<file path="src/rtl/scanline_scheduler.sv">
// Per-scanline render sequencer: launches the tile pass and then the sprite pass for the next
// display line, flips the line-buffer select once both are done, and flags missed swap deadlines.
module scanline_scheduler #(
    parameter int HTOTAL  = 1600,
    parameter int VACTIVE = 480,
    parameter int VTOTAL  = 525,
    parameter int START_H = 0,
    parameter int SWAP_H  = 1590,
    parameter int CNT_W   = 16
) (
    input  logic             clk,
    input  logic             reset,
    input  logic             enable,
    input  logic [10:0]      hcount,
    input  logic [9:0]       vcount,
    input  logic             tile_done,
    input  logic             sprite_done,
    output logic             tile_start,
    output logic             sprite_start,
    output logic [9:0]       draw_line,
    output logic             buf_sel,
    output logic             line_ready,
    output logic             frame_start,
    output logic             overrun,
    output logic [CNT_W-1:0] overrun_count,
    output logic             busy
);

    // A swap point past the end of the line could never match, so pin it to the last clock.
    localparam int               SWAP_CLAMP = (SWAP_H < HTOTAL) ? SWAP_H : HTOTAL - 1;
    localparam logic [10:0]      START_HC   = 11'(START_H);
    localparam logic [10:0]      SWAP_HC    = 11'(SWAP_CLAMP);
    localparam logic [9:0]       PREP_LIMIT = 10'(VACTIVE - 1);
    localparam logic [9:0]       LAST_V     = 10'(VTOTAL - 1);
    localparam logic [CNT_W-1:0] CNT_MAX    = '1;
    localparam logic [CNT_W-1:0] CNT_ONE    = CNT_W'(1);

    typedef enum logic [2:0] {
        IDLE,
        T_GO,
        T_GUARD,
        T_WAIT,
        S_GO,
        S_GUARD,
        S_WAIT,
        READY
    } state_t;

    state_t     state;
    state_t     state_next;
    logic [9:0] line_next;
    logic [9:0] target;
    logic       at_start;
    logic       at_swap;
    logic       prep;
    logic       launch_ok;
    logic       swap_now;
    logic       miss_now;

    always_comb begin
        at_start   = (hcount == START_HC);
        at_swap    = (hcount == SWAP_HC);
        prep       = (vcount < PREP_LIMIT) || (vcount == LAST_V);
        target     = (vcount == LAST_V) ? 10'd0 : vcount + 10'd1;
        launch_ok  = at_start && prep && enable;
        state_next = state;
        line_next  = draw_line;
        swap_now   = 1'b0;
        miss_now   = 1'b0;

        case (state)
            IDLE: begin
                if (launch_ok) begin
                    state_next = T_GO;
                    line_next  = target;
                end
            end
            T_GO:    state_next = T_GUARD;
            T_GUARD: state_next = T_WAIT;
            T_WAIT:  if (tile_done) state_next = S_GO;
            S_GO:    state_next = S_GUARD;
            S_GUARD: state_next = S_WAIT;
            S_WAIT:  if (sprite_done) state_next = READY;
            READY: begin
                // A line still unswapped at the next launch point is stale and gets replaced.
                if (at_swap) begin
                    swap_now   = 1'b1;
                    state_next = IDLE;
                end else if (at_start) begin
                    if (launch_ok) begin
                        state_next = T_GO;
                        line_next  = target;
                    end else begin
                        state_next = IDLE;
                    end
                end
            end
            default: state_next = IDLE;
        endcase

        if (at_swap && (state != IDLE) && (state != READY)) begin
            miss_now = 1'b1;
        end
    end

    // Outputs are decoded from the next state so every pulse leaves a flop.
    always_ff @(posedge clk) begin
        if (reset) begin
            state         <= IDLE;
            draw_line     <= '0;
            tile_start    <= 1'b0;
            sprite_start  <= 1'b0;
            frame_start   <= 1'b0;
            line_ready    <= 1'b0;
            overrun       <= 1'b0;
            busy          <= 1'b0;
            buf_sel       <= 1'b0;
            overrun_count <= '0;
        end else begin
            state        <= state_next;
            draw_line    <= line_next;
            tile_start   <= (state_next == T_GO);
            sprite_start <= (state_next == S_GO);
            frame_start  <= (state_next == T_GO) && (line_next == 10'd0);
            line_ready   <= swap_now;
            overrun      <= miss_now;
            busy         <= (state_next != IDLE);
            if (swap_now) begin
                buf_sel <= ~buf_sel;
            end
            if (miss_now && (overrun_count != CNT_MAX)) begin
                overrun_count <= overrun_count + CNT_ONE;
            end
        end
    end

endmodule

</file>
<file path="config.mk">
export PLATFORM = sky130hd
export DESIGN_NAME = scanline_scheduler
export DESIGN_NICKNAME = d
export VERILOG_FILES = /design/src/rtl/scanline_scheduler.sv
export SDC_FILE = /design/constraint.sdc
export NUM_CORES = 1
export LEC_CHECK = 0
export ABC_AREA = 1
export BUFFER_PORTS_ARGS = -buffer_cell sky130_fd_sc_hd__buf_4
export CORE_MARGIN = 1
export CORE_UTILIZATION = 40
export CTS_CLUSTER_SIZE = 20
export DETAILED_ROUTE_END_ITERATION = 8
export GPL_TIMING_DRIVEN = 0
export PLACE_DENSITY = 0.67
export SETUP_SLACK_MARGIN = 0.1
export SLEW_MARGIN = 30
export SYNTH_ARGS = -nofsm -noshare
export SYNTH_HDL_FRONTEND = slang
export SYNTH_SLANG_ARGS = --single-unit
</file>
<file path="constraint.sdc">
create_clock -name clk -period 1.5 [get_ports clk]
set_input_delay 0.075 -clock clk [delete_from_list [all_inputs] [get_ports clk]]
set_output_delay 0.075 -clock clk [all_outputs]
set_load 0.005 [all_outputs]
</file>
==> flow_metrics.env <==
export IMPL_outcome="finished, violations left"
export IMPL_violations="negative setup slack"
export IMPL_root_buffer="clkbuf_8"
export IMPL_synth_edff_count=0
export IMPL_port_buffers=58
export IMPL_antenna_found_initial=0
export IMPL_drt_antenna_violating_nets=0
export IMPL_synth_top_area_share_pct=33.7
export IMPL_ioPinCount=59
export IMPL_synth_main_ff_cell="dfxtp_1"
export IMPL_drtPass1Iterations=4
export IMPL_layout_drive_gt1_share_pct=41.5
export IMPL_powerDensity_nw_per_um2=566
export IMPL_fin_nets=440
export IMPL_synth_area_leaders="dfxtp_1 (34%), nand2_1 (13%), nor2_1 (9.5%), inv_1 (7.2%), nor3_1 (3.5%)"
export IMPL_yosysTopAreaCell="dfxtp_1"
export IMPL_detail_route_vias_per_cell=4.86
export IMPL_period_minus_slack_ps=1610
export IMPL_rsz0062_at_grt="true"
export IMPL_grt_pass1_vias=2051
export IMPL_post_route_util_pct=61.8
export IMPL_via_count=2343
export IMPL_antenna_cells=0
export IMPL_drv_slew=0
export IMPL_cts_sinks=36
export IMPL_synth_top_cells_by_count="nand2_1 (73), nor2_1 (54), inv_1 (41)"
export IMPL_synth_avg_cell_area_um2=6.56
export IMPL_final_hold_viol_count=0
export IMPL_area_growth_pct=48.5
export IMPL_synthCells=326
export IMPL_die_w_um=75.1
export IMPL_relSlewSlack_pct=57.6
export IMPL_drc=0
export IMPL_end_kind="flop"
export IMPL_overflow=0
export IMPL_grt_total_usage_pct=20.6
export IMPL_cap_violations=0
export IMPL_fin_worst_skew_ps=10.1
export IMPL_cts_max_level=2
export IMPL_yosys_cell_types_count=34
export IMPL_start_kind="flop"
export IMPL_synth_area_um2=2140
export IMPL_max_freq_mhz=621
export IMPL_arrival_ps=1850
export IMPL_fillers=497
export IMPL_clkTransAtPathRegs_ps=80
export IMPL_ir_worst_vdd_uv=675
export IMPL_yosysWarnings=0
export IMPL_fp_dieArea_um2=5640
export IMPL_grt_max_degree=13
export IMPL_start_util_pct=41.6
export IMPL_drt_iter0_drc=103
export IMPL_p_leak_uw=0.00143
export IMPL_rows=26
export IMPL_cp_required_ps=1740
export IMPL_period_share_pct=107
export IMPL_die_y_um=75.1
export IMPL_design_core_area_um2=5140
export IMPL_hp_class="in2reg"
export IMPL_synthArstFlopShare_pct=0
export IMPL_crit_type="reg2reg"
export IMPL_synth_nets=355
export IMPL_ys_ff_latch=36
export IMPL_total_power_uw=1800
export IMPL_clock_path_buffers=2
export IMPL_grt_pass1_wl_um=8890
export IMPL_cts_tree="done"
export IMPL_clock_latency_ps=300
export IMPL_setup_viol_count_final=13
export IMPL_layout_setup_ws_ps=-111
export IMPL_path_max_fanout=4
export IMPL_synth_most_common_cell="nand2_1"
export IMPL_routed_wl_um=5800
export IMPL_gp_congestion=0.879
export IMPL_tightest_slew_ps=636
export IMPL_dp_hpwl_um=4020
export IMPL_routedWlPerCell_um=12.0
export IMPL_ys_seq_area_share_pct=33.7
export IMPL_cts_buffers=5
==> cell type report <==
cell class                 count  area (um^2)  area share (%)
buffer                         3         12.5           0.394
clock buffer                   5         68.8            2.17
clock inverter                 3         18.8           0.591
inverter                      52          203            6.39
multi-input combinational    235         1420            44.7
sequential                    36          752            23.7
tap                           70         87.6            2.76
timing repair buffer          78          612            19.3
==> worst paths after layout <==
path	startpoint	to	slack [ps]	cells after the start
worst max register to register	state[1]	frame_start	-110	9
worst max-delay path	state[1]	frame_start	-110	9
worst min-delay path	vcount[0]	draw_line[0]	110	4
worst min register to register	buf_sel	buf_sel	460	1
==> flip-flops by register name (all words and copies together), names as in the netlist <==
signal / cells
sprite_start: 1
draw_line: 10
overrun_count: 16
busy: 1
overrun: 1
frame_start: 1
buf_sel: 1
state: 3
tile_start: 1
line_ready: 1
==> repair_timing <==
item,in CTS,in global routing
hold buffers,1,0
buffers inserted,12,8
endpoints found under the hold margin,2,0
gates resized for setup,35,37
gates cloned,0,0
setup endpoints to repair,22,26
pin swaps,6,17
==> metrics by stage <==
stage	cell area, um^2	instances	TNS, ps	setup WS (ps)	hold WS [ps]
6_report	3170	482	-629	-111	112
3_5_place_dp	2700	454	-1470	-222	291
2_1_floorplan	2170	326	-4.71	-4.71	149
4_1_cts	2980	475	-374	-86.0	140
5_1_grt	3170	482	-2060	-236	122
3_3_place_gp	2700	454	-1400	-201	293
==> cell families after synthesis <==
| logic type | Yosys count | synth area share (%) |
|---|---|---|
| AOI/OAI and AO/OA | 34 | 8.84 |
| xor gates and xnor gates | 6 | 2.46 |
| buffers and inverters | 55 | 9.78 |
| and+or+nand+nor | 192 | 43.4 |
| DFF | 36 | 33.7 |
| adders and majority gates | 3 | 1.76 |
==> worst max-delay path, stage by stage (launching register included) <==
cell and delay (ps):
dfxtp_4 370, buf_12 130, nand3_1 90, a21boi_1 180, nand4_1 190, nor2_2 160
nand3_1 100, nor2_1 150, nand2_1 90, nor2_2 110
==> routing by layer <==
layer	track usage [%]	wire (um)
met1	26.9	2570
met2	34.9	2880
met3	4.15	299
met4	5.03	48
met5	0	0
==> power breakdown <==
part           internal (uW)  switching (uW)
Clock                    324             371
Sequential               942          0.0535
Combinational           72.0            87.2
==> layout by cell type, fill, tap and decap left out, types with 4 or more instances in the layout <==
| cell | count |
|---|---|
| xor2_1 | 5 |
| dfxtp_1 | 25 |
| nor3_2 | 6 |
| nor3_1 | 9 |
| inv_1 | 37 |
| nand3_1 | 11 |
| nand2_2 | 12 |
| nand4_1 | 7 |
| inv_2 | 12 |
| nand3_2 | 5 |
| clkbuf_8 | 5 |
| o21ai_2 | 4 |
| nor2_1 | 46 |
| nor2_4 | 8 |
| dfxtp_2 | 4 |
| nor2_2 | 6 |
| nand2_1 | 66 |
| o21ai_1 | 5 |
| nand3_4 | 5 |
| o21ai_0 | 4 |
| dfxtp_4 | 7 |
| a21oi_1 | 11 |
| buf_4 | 73 |
(Power assumes the default switching activity.)
